==> config.mk <==
export PLATFORM = sky130hd
export DESIGN_NAME = row_scan_sequencer
export DESIGN_NICKNAME = d
export VERILOG_FILES = /design/src/rtl/row_scan_pkg.sv /design/src/rtl/row_scan_sequencer_row_next_finder.sv /design/src/rtl/row_scan_sequencer.sv
export SDC_FILE = /design/constraint.sdc
export NUM_CORES = 1
export LEC_CHECK = 0
export CAP_MARGIN = 20
export CORE_MARGIN = 5
export CORE_UTILIZATION = 58
export DETAILED_ROUTE_END_ITERATION = 10
export PLACE_DENSITY_LB_ADDON = 0.2
export SKIP_LAST_GASP = 1
export SLEW_MARGIN = 10
export SYNTH_ARGS = -nofsm -noshare
export SYNTH_HDL_FRONTEND = slang
export SYNTH_SLANG_ARGS = --single-unit
==> constraint.sdc <==
create_clock -name clk -period 5.57 [get_ports clk]
set_clock_uncertainty 0.1 [all_clocks]
set_input_delay 0.8355 -clock clk [delete_from_list [all_inputs] [get_ports clk]]
set_output_delay 0.8355 -clock clk [all_outputs]
set_load 0.01 [all_outputs]
==> src/rtl/row_scan_pkg.sv <==
// Shared types and constants for the row scan sequencer and its next-row finder.
package row_scan_pkg;

  localparam int NUM_ROWS  = 16;
  localparam int SEL_W     = 4;
  localparam int BLANK_MIN = 2;
  localparam int BLANK_MAX = 255;

  typedef enum logic [1:0] {
    IDLE  = 2'd0,
    BLANK = 2'd1,
    DRIVE = 2'd2
  } state_t;

  // Index of the lowest set bit; 0 when no bit is set.
  function automatic logic [SEL_W-1:0] lowest_set(input logic [NUM_ROWS-1:0] m);
    logic [SEL_W-1:0] r;
    r = '0;
    for (int i = NUM_ROWS - 1; i >= 0; i--) begin
      if (m[i]) r = SEL_W'(i);
    end
    return r;
  endfunction

endpackage

==> src/rtl/row_scan_sequencer_row_next_finder.sv <==
// Combinational search for the next enabled row strictly above cur, wrapping to the lowest enabled row.
module row_next_finder
  import row_scan_pkg::*;
(
  input  logic [SEL_W-1:0]    cur,
  input  logic [NUM_ROWS-1:0] mask,
  output logic [SEL_W-1:0]    next,
  output logic                wrapped,
  output logic                none
);

  logic [NUM_ROWS-1:0] above;

  always_comb begin
    above   = mask & (({NUM_ROWS{1'b1}} << cur) << 1);
    none    = (mask == '0);
    wrapped = (above == '0);
    next    = wrapped ? lowest_set(mask) : lowest_set(above);
  end

endmodule

==> src/rtl/row_scan_sequencer.sv <==
// Row scan controller for a 4-to-16 decoder with active-low enable: masked rows, programmable dwell,
// blanking around every select change. Optional frame counter output under ROW_SCAN_FRAME_CNT_EN.
module row_scan_sequencer
  import row_scan_pkg::*;
#(
  parameter int DWELL_W      = 16,
  parameter int BLANK_CYCLES = 2
) (
  input  logic                clk,
  input  logic                rst_n,
  input  logic                start,
  input  logic                stop,
  input  logic                single,
  input  logic [DWELL_W-1:0]  dwell,
  input  logic [NUM_ROWS-1:0] row_mask,
  output logic [SEL_W-1:0]    sel,
  output logic                en_n,
  output logic                busy,
  output logic                frame_done
`ifdef ROW_SCAN_FRAME_CNT_EN
  ,
  output logic [15:0]         frame_cnt
`endif
);

  if (BLANK_CYCLES < BLANK_MIN || BLANK_CYCLES > BLANK_MAX) begin : g_bad_blank
    $error("row_scan_sequencer: BLANK_CYCLES must be in 2..255");
  end

  // One counter serves both the blank and dwell phases, so it must hold either range.
  localparam int CNT_W = (DWELL_W > 8) ? DWELL_W : 8;
  localparam logic [CNT_W-1:0] BLANK_LOAD = CNT_W'(BLANK_CYCLES - 1);

  state_t           state_q, state_d;
  logic [CNT_W-1:0] cnt_q, cnt_d;
  logic [SEL_W-1:0] pend_q, pend_d;
  logic [SEL_W-1:0] sel_d;
  logic             en_n_d, busy_d, fd_d;
  logic [SEL_W-1:0] nxt;
  logic             wrapped, none;
  logic [CNT_W-1:0] dwell_load;

  row_next_finder u_finder (
    .cur     (sel),
    .mask    (row_mask),
    .next    (nxt),
    .wrapped (wrapped),
    .none    (none)
  );

  assign dwell_load = (dwell == '0) ? '0 : CNT_W'(dwell - 1'b1);

  always_comb begin
    state_d = state_q;
    cnt_d   = cnt_q;
    pend_d  = pend_q;
    sel_d   = sel;
    fd_d    = 1'b0;
    case (state_q)
      IDLE: begin
        if (start && row_mask != '0) begin
          state_d = BLANK;
          sel_d   = lowest_set(row_mask);
          pend_d  = lowest_set(row_mask);
          cnt_d   = BLANK_LOAD;
        end
      end
      BLANK: begin
        // Select moves only after one full blank cycle with the old row.
        if (cnt_q == BLANK_LOAD) sel_d = pend_q;
        if (cnt_q == '0) begin
          state_d = DRIVE;
          cnt_d   = dwell_load;
        end else begin
          cnt_d = cnt_q - 1'b1;
        end
      end
      DRIVE: begin
        if (cnt_q == '0) begin
          fd_d    = wrapped | none;
          pend_d  = nxt;
          cnt_d   = BLANK_LOAD;
          state_d = (fd_d && (single || none)) ? IDLE : BLANK;
        end else begin
          cnt_d = cnt_q - 1'b1;
        end
      end
      default: state_d = IDLE;
    endcase
    if (stop) begin
      state_d = IDLE;
      sel_d   = sel;
      pend_d  = pend_q;
      fd_d    = 1'b0;
    end
    en_n_d = (state_d != DRIVE);
    busy_d = (state_d != IDLE);
  end

  always_ff @(posedge clk) begin
    if (!rst_n) begin
      state_q    <= IDLE;
      cnt_q      <= '0;
      pend_q     <= '0;
      sel        <= '0;
      en_n       <= 1'b1;
      busy       <= 1'b0;
      frame_done <= 1'b0;
    end else begin
      state_q    <= state_d;
      cnt_q      <= cnt_d;
      pend_q     <= pend_d;
      sel        <= sel_d;
      en_n       <= en_n_d;
      busy       <= busy_d;
      frame_done <= fd_d;
    end
  end

`ifdef ROW_SCAN_FRAME_CNT_EN
  always_ff @(posedge clk) begin
    if (!rst_n)    frame_cnt <= '0;
    else if (fd_d) frame_cnt <= frame_cnt + 16'd1;
  end
`endif

endmodule

=== Word-level counts from Yosys, hierarchy flattened ===
Cells that the tools add are included.

* Input port bits: 37
* Output and inout port bits: 7
* Word-level logic and storage cells: 89
* Bits in registers: 29

* Add/sub/neg operators: 2
* Bitwise logic cells: 6
* Reductions and logical operators: 17
* Shift operators: 1
* Muxes and demuxes: 49
* Eq/ne operators: 7

{| class="wikitable"
|+ Operators with widths
! kind !! count
|-
| $mux 4 || 36
|-
| $logic_not 16->1 || 4
|-
| $mux 16 || 4
|-
| $pmux 16 s3 || 1
|-
| $sub 16x1->16 const B || 2
|-
| $and 16x16->16 || 1
|-
| $eq 16x1->1 const B || 1
|-
| $pmux 4 s2 || 2
|-
| $reduce_bool 16->1 || 1
|-
| $shl 16x4->15 const A || 1
|-
| $mux 2 || 4
|-
| $ne 2x2->1 const B || 4
|-
| $reduce_and 4->1 || 2
|-
| $pmux 2 s3 || 1
|-
| $reduce_bool 2->1 || 3
|-
| $not 1->1 || 4
|-
| $reduce_or 4->1 || 1
|-
| $reduce_bool 3->1 || 1
|-
| $eq 2x1->1 const B || 1
|-
| $eq 2x2->1 const B || 1
|-
| $logic_and 1x1->1 || 2
|-
| $logic_not 2->1 || 1
|-
| $reduce_and 2->1 || 1
|-
| $logic_or 1x1->1 || 1
|-
| other kinds (2) || 2
|}

=== Longest topological paths before layout ===
Gate-level depths: netlist of run 1.

* Depth after elaboration: 21
* Mapped depth: 10

=== By module ===
Synthesis of run 1 repeated with hierarchy kept, for this count alone.

* Cells, all modules: 398
* Area total of the unflattened synthesis: 3,030.4 um2

{| class="wikitable"
|+ By module, submodules not included
! module !! instances !! area an instance (um2) !! sequential area each (um2) !! cells an instance
|-
| row_scan_sequencer || 1 || 2,394.8 || 580.6 || 295
|-
| row_next_finder || 1 || 635.6 || 0.0 || 103
|}

=== Least setup slack after synthesis of run 1 ===
OpenSTA, ideal clock, no wires.

* Path kind: input port to flip-flop
* Start: input port dwell[2]
* End: register cnt_q[11]
* Cell stages on the path: 7
* Path slack: 2.796 ns
* Setup time: 0.117 ns
* Arrival time: 2.558 ns
* Path through: nor4_2 > nand3_1 > o41ai_1 > or2_2 > buf_2 > o22ai_1 > a22o_1

* Cells in the longest elaborated chain, start to end: 4
* Elaborated cells on any way between the ends: 5

{| class="wikitable"
|+ RTL lines
! what !! RTL line !! source
|-
| start, declared || row_scan_sequencer.sv:14 || <nowiki>input logic [DWELL_W-1:0] dwell,</nowiki>
|-
| $sub 16x1->16 / $logic_not 16->1 (equally long branches) || row_scan_sequencer.sv:51 || <nowiki>assign dwell_load = (dwell == '0) ? '0 : CNT_W'(dwell - 1'b1);</nowiki>
|-
| $mux 16 (*) || row_scan_sequencer.sv:51 ||
|-
| $mux 16 (*) || row_scan_sequencer.sv:71 || <nowiki>if (cnt_q == '0) begin</nowiki>
|-
| $pmux 16 s3 (*) || row_scan_sequencer.sv:59 || <nowiki>case (state_q)</nowiki>
|-
| end signal, assigned || row_scan_sequencer.sv:111 || <nowiki>cnt_q <= cnt_d;</nowiki>
|-
| end, declared || row_scan_sequencer.sv:35 || <nowiki>logic [CNT_W-1:0] cnt_q, cnt_d;</nowiki>
|}

Every way passes the cells marked *; elsewhere a longest branch is shown, timed or not.
A chain may end at the register's enable or synchronous reset.

=== Worst setup path in the final report of run 1 ===
* Start: input port row_mask[11]
* End: register pend_q[2]

* Cells in the longest elaborated chain, start to end: 16
* Elaborated cells on any way between the ends: 34

{| class="wikitable"
|+ RTL lines
! what !! RTL line !! source
|-
| start, declared || row_scan_sequencer.sv:15 || <nowiki>input logic [NUM_ROWS-1:0] row_mask,</nowiki>
|-
| $and 16x16->16 || row_scan_sequencer_row_next_finder.sv:15 || <nowiki>above = mask & (({NUM_ROWS{1'b1}} << cur) << 1);</nowiki>
|-
| $mux 4 (12 in a row) || row_scan_pkg.sv:20 || <nowiki>if (m[i]) r = SEL_W'(i);</nowiki>
|-
| $mux 4 || row_scan_sequencer_row_next_finder.sv:18 || <nowiki>next = wrapped ? lowest_set(mask) : lowest_set(above);</nowiki>
|-
| $mux 4 || row_scan_sequencer.sv:79 || <nowiki>if (cnt_q == '0) begin</nowiki>
|-
| $pmux 4 s2 || row_scan_sequencer.sv:59 ||
|-
| end signal, assigned || row_scan_sequencer.sv:112 || <nowiki>pend_q <= pend_d;</nowiki>
|-
| end, declared || row_scan_sequencer.sv:36 || <nowiki>logic [SEL_W-1:0] pend_q, pend_d;</nowiki>
|}

Parallel ways exist; a longest one is shown, timed or not. The select of a mux whose other input is x is not followed.

==> results of run 1 <==
[synth_stat cells, types with 2 or more instances]
cell       number
o211ai_1        2
o21a_1          2
a41oi_1         3
nor4_1          9
o221ai_1        2
a221o_1         2
nand2_1        20
clkbuf_1       10
buf_2           4
or3_1           6
or2_2           6
nor2_1         38
or3b_2          2
nor3_1         13
o21ai_0        20
mux2i_1         8
dfxtp_1        29
and2_1          3
a21o_1          2
a21oi_1        19
a311oi_1        2
nand3_1        10
a31oi_1         7
ha_1            7
nand4_1         5
o22ai_1        12
a21boi_0        2
a211oi_1        2
and3b_1         2
inv_1          16
nand2b_1        6
xnor2_1         7
nand3b_1        3
a2bb2oi_1       2
o31ai_1         4
xor2_1         10
o21bai_1        3
a22o_1         11
a2111oi_0       3
a32o_1          3
or4_1           4
nor2b_1         6
[per-stage QoR]
| stage | hold WS [ns] | utilization [%] | total power, W | setup WS [ns] | cells |
|---|---|---|---|---|---|
| final | 0.396 | 72.7 | 0.000584 | 2.12 | 439 |
| after global routing | 0.414 | 72.7 | 0.000609 | 1.89 | 439 |
| after floorplan | 0.347 | - | 0.000324 | 2.80 | 349 |
| after detailed placement | 0.377 | 70.4 | 0.000386 | 1.90 | 431 |
| after CTS | 0.396 | 72.7 | 0.000579 | 2.19 | 439 |
| after global placement | 0.358 | 70.4 | 0.000382 | 2.00 | 431 |
[sequential cells by signal (all words and copies together) (netlist names)]
| name | cells |
|---|---|
| state_q | 2 |
| cnt_q | 16 |
| sel | 4 |
| pend_q | 4 |
| busy | 1 |
| frame_done | 1 |
| en_n | 1 |
[layout make-up]
cell class | count | area share (%)
timing repair buffer | 44 | 13.8
clock inverter | 1 | 0.158
inverter | 17 | 2.02
sequential | 29 | 18.3
clock buffer | 7 | 3.04
tap | 52 | 2.06
multi-input combinational | 289 | 60.6
[metal layers]
metal | vias up | GRT usage, %
met4 | 0 | 6.36
li1 | 1406 | -
met3 | 19 | 5.74
met1 | 1351 | 34.2
met5 | - | 0
met2 | 142 | 35.9
[cells by family (layout without fill, tap and decap cells)]
logic type | after synthesis | count (layout) | synth area share [%]
compound gates | 115 | 115 | 31.3
xor+xnor | 17 | 17 | 5.69
flops | 29 | 29 | 22.2
mux | 9 | 9 | 3.49
simple gates | 141 | 141 | 29.3
fa+ha+maj | 7 | 7 | 3.34
buf+inv | 31 | 69 | 4.63
[placed cells by master, fill, tap and decap left out, types with 7 or more instances in the layout]
| cell type | synthesis | layout |
|---|---|---|
| nand2_1 | 20 | 20 |
| clkbuf_8 | 0 | 7 |
| nand3_1 | 10 | 10 |
| a31oi_1 | 7 | 7 |
| dfxtp_1 | 29 | 29 |
| o21ai_0 | 20 | 20 |
| clkdlybuf4s50_1 | 0 | 43 |
| xnor2_1 | 7 | 7 |
| nor4_1 | 9 | 9 |
| a22o_1 | 11 | 11 |
| a21oi_1 | 19 | 19 |
| xor2_1 | 10 | 10 |
| nor3_1 | 13 | 13 |
| nor2_1 | 38 | 38 |
| mux2i_1 | 8 | 8 |
| ha_1 | 7 | 7 |
| inv_1 | 16 | 16 |
| o22ai_1 | 12 | 12 |
[power groups by stage]
stage	Sequential, W	Combinational (W)	Clock, W
after floorplan	0.000222	0.000102	0
after detailed placement	0.000226	0.000160	0
after global routing	0.000223	0.000180	0.000206
after global placement	0.000226	0.000156	0
final	0.000222	0.000165	0.000197
after CTS	0.000222	0.000162	0.000196
[final timing paths]
kind,to,slack [ns],cells after the start
max,pend_q[2],2.12,7
min,cnt_q[13],0.40,1
max reg2reg,pend_q[2],2.46,6
min reg2reg,cnt_q[13],0.40,1
[worst reg2reg max path: cells and delay by family, from the launching register on]
kind | cells | cell delay (ns)
flip-flops | 1 | 0.74
AO/OA/AOI/OAI | 2 | 0.52
AND/OR/NAND/NOR | 3 | 1.32
multiplexers | 1 | 0.35
==> results.toml, run 1 <==
[status]
outcome = "completed"

[sta]
timing.final.crit_share_pct = 62.0
tightest_slew_ns = 0.991
hold_viol = 0
fmax_ghz = 0.290
finalSetupViolations = 0
rsz0062_at_grt = "no"
drv_slew = 0
fin_crit_ns = 3.45
fin_setup_tns_ns = 0
slew_headroom_pct = 33.0

[hold_path]
hp-class = "reg2reg"
hp-start = "cnt_q[13]"

[flow_run]
drv_cap = 0

[worst_setup_path]
cp_slowest_cell = "nor4b_1"
critPathMaxFanout = 7
arrival_ns = 3.56
worstReg2RegStart = "sel[1]"
crit_chain = "clkdlybuf4s50_1 -> nand3b_1 -> and4b_1 -> nor4b_1 -> a21o_1 -> mux2_2 -> a211oi_1"
cp-startpoint = "row_mask[11]"
critical_path_buf_inv_count = 1
critical-path-max-stage-delay_ns = 0.85
worstSetupStartpointType = "input port"
worstSetupPathType = "in2reg"
critPathCaptureType = "flip-flop"
crit_family = "simple AND/OR/NAND/NOR gates"
worstPathRequired_ns = 5.67

[synth]
seq_area_frac_synth_pct = 22.2
synth.avg_cell_area_um2 = 7.50
yosys.cell_types.count = 64
synth-async-reset-ratio_pct = 0
yosysWarnings = 0
synth_area_leaders = "dfxtp_1 (22%), nor2_1 (5.4%), o21ai_0 (3.8%)"
synth_cells = 349
post-synth-top-area-fraction_pct = 22.2
synth_seq_cells = 29
syn-num-nets = 393
ys.flop_type = "dfxtp_1"
synth-edff-count = 0
syn_area_um2 = 2620
yosysTopAreaCell = "dfxtp_1"

[global_routing]
grt_pass1_vias = 2645
antenna_found_initial = 0
grt_max_degree = 20
grt_pass1_wl_mm = 12.1
grt_usage_pct = 24.0
overflow = 0

[detailed_routing]
viasPerCell = 6.65
ant_nets = 0
post_drt_wl_per_cell_um = 16.8
drc = 0
totalWireLength_mm = 7.38
wl_met2_mm = 3.25
highest_layer = "met4"
drt-initial-drc-count = 275
wl_met3_um = 652
met1_length_mm = 3.35
vias = 2918
dr.pass1.iters = 5

[cts]
cts_inserted_buffers = 5
path_clk_slew_ns = 0.07
cts-hold-fix-buffers = 0
cts.sinks = 29
post_cts_buffers = 0
h-tree-depth = 2
cts_max_path_buffers = 2
insertion_delay_ns = 0.29
cts_tree = "done"
post_cts_resized = 0
root_buffer = "clkbuf_8"

[power_and_ir_drop]
leakage_nw = 1.14
p_clk_share_pct = 33.7
seqPwrFrac_pct = 38.0
comb_power_share_pct = 28.2
swShare_pct = 31.6
switchingPower_w = 0.000184
p_per_area_nw_per_um2 = 185
ir_drop_mv = 0.0799
internal_power_w = 0.000400

[floorplan]
initial_core_util_pct = 60.1
core_area_um2 = 4350
row_count = 24
ios = 44
die-area_um2 = 5960
chipWidth_um = 77.2
die_height_um = 77.2

[final_layout]
fin_nets = 430
area_growth_pct = 20.9
n_antenna_cell = 0
drive_above_1_share_pct = 6.98
fillers = 362
fin_area_um2 = 3170
seq_area_um2 = 581
multi_input_area_um2 = 1920

[placed_design]
port_buffers = 43
placed_area_um2 = 3060
dp_hpwl_mm = 5.42
place.gp.congestion = 0.883
Power figures use the tool's default switching activity.
==> run 2: changes to the inputs <==
Settings changed: CORE_UTILIZATION 58 to 49.
Clock period 5.57 ns to 2.84 ns, I/O delays scaled along.
==> run 2 against run 1 <==
Sequential share of layout area is 1.5 points lower. Largest cell class unchanged. Highest routed layer unchanged. Critical endpoint unchanged. Hold slack better by 0.0035 ns. Combinational power increased by 120%.
==> results.toml, run 2 (same netlist as run 1, synthesis figures left out) <==
[status]
outcome = "completed"

[worst_setup_path]
worstPathRequired_ns = 2.94
worstSetupStartpointType = "flip-flop"
critPathCaptureType = "flip-flop"
crit_chain = "nand3_1 -> and4b_1 -> nor4b_1 -> a21o_1 -> mux2_2 -> a211oi_1"
critPathMaxFanout = 16
cp_slowest_cell = "dfxtp_1"
critical-path-max-stage-delay_ns = 0.68
arrival_ns = 2.78
crit_family = "simple AND/OR/NAND/NOR gates"
critical_path_buf_inv_count = 0
worstSetupPathType = "reg2reg"

[final_layout]
final-instance-count-excl-fill = 493
mostFrequentLayoutCell = "clkdlybuf4s50_1"
fin_nets = 466
drive_above_1_share_pct = 14.9
fillers = 486
seq_area_um2 = 581
multi_input_area_um2 = 1920
top_register = "cnt_q"
top_regs = "cnt_q (16), pend_q (4), sel (4)"
area_growth_pct = 31.5
largest_reg_flops = 16
mostFrequentLayoutCells = "clkdlybuf4s50_1 (43), nor2_1 (38), buf_4 (37)"
n_antenna_cell = 0

[floorplan]
initial_core_util_pct = 50.9
die-area_um2 = 6910
core_area_um2 = 5140
ios = 44
chipWidth_um = 83.1
row_count = 26
die_height_um = 83.1

[cts]
cts.sinks = 29
h-tree-depth = 2
cts_tree = "done"
post_cts_buffers = 0
cts_inserted_buffers = 5
path_clk_slew_ns = 0.07
root_buffer = "clkbuf_8"
cts_max_path_buffers = 2
post_cts_resized = 0
insertion_delay_ns = 0.28
cts-hold-fix-buffers = 0

[placed_design]
dp_cells = 485
dp_hpwl_mm = 6.00
place.gp.congestion = 0.940
port_buffers = 43

[global_routing]
antenna_found_initial = 0
grt_max_degree = 17
grt_pass1_wl_mm = 12.6
grt_usage_pct = 21.6
grt_pass1_vias = 2685
overflow = 0

[hold_path]
hp-class = "reg2reg"

[power_and_ir_drop]
ir_drop_mv = 0.197
leakage_nw = 1.31
p_per_area_nw_per_um2 = 329

[detailed_routing]
vias = 2983
dr.pass1.iters = 5
drt-initial-drc-count = 263
totalWireLength_mm = 7.59
drc = 0
viasPerCell = 6.05
post_drt_wl_per_cell_um = 15.4
ant_nets = 0

[sta]
tightest_slew_ns = 0.634
hold_viol = 0
drv_slew = 0
fmax_ghz = 0.373
slew_headroom_pct = 57.4
fin_crit_ns = 2.68
timing.final.crit_share_pct = 94.3
finalSetupViolations = 0
rsz0062_at_grt = "no"
fin_setup_tns_ns = 0

[flow_run]
drv_cap = 0
## run 2: metal layers
metal  vias to the layer above  global-route usage [%]  wire length, um
li1                       1476                       -                -
met1                      1398                    32.1             3750
met2                       102                    31.8             3310
met3                         7                    3.86              443
met4                         0                    5.79               85
met5                         -                       0                0
## run 2: final cells by class
cell class | count | area share, %
inverters | 17 | 1.85
clock inverters | 3 | 0.509
flip-flops and latches | 29 | 16.9
clock buffers | 5 | 2.00
repair buffers | 80 | 20.6
multi-input cells | 289 | 55.7
well taps | 70 | 2.54
## run 2: worst reg2reg max path: stages, from the launching register on
cell and delay (ns):
dfxtp_1 0.68, nand3_1 0.18, and4b_1 0.27, nor4b_1 0.55, a21o_1 0.27, mux2_2 0.35
a211oi_1 0.21
## run 2: final timing paths
path / startpoint / endpoint / slack, ns / cells after the start
worst max-delay path: sel[1] / pend_q[2] / 0.16 / 6
worst min-delay path: cnt_q[7] / cnt_q[7] / 0.40 / 2
worst max register to register: sel[1] / pend_q[2] / 0.16 / 6
worst min register to register: cnt_q[7] / cnt_q[7] / 0.40 / 2
## run 2: stage by stage
step           area [um2]  setup WS [ns]  total power, W  util (%)  hold slack, ns
2_1_floorplan        2620          0.366        0.000635         -           0.347
6_report             3440          0.161         0.00113      67.0           0.400
3_3_place_gp         3360         0.0425        0.000790      65.3           0.383
4_1_cts              3440          0.217         0.00113      67.0           0.394
3_5_place_dp         3360        -0.0458        0.000796      65.3           0.384
5_1_grt              3440         0.0227         0.00119      67.0           0.431
## run 2: power breakdown
| group | internal [W] | total [W] | switching, W |
|---|---|---|---|
| clock network | 0.000169 | 0.000339 | 0.000171 |
| logic | 0.000178 | 0.000358 | 0.000180 |
| registers | 0.000417 | 0.000434 | 0.0000170 |
| total | 0.000764 | 0.00113 | 0.000368 |
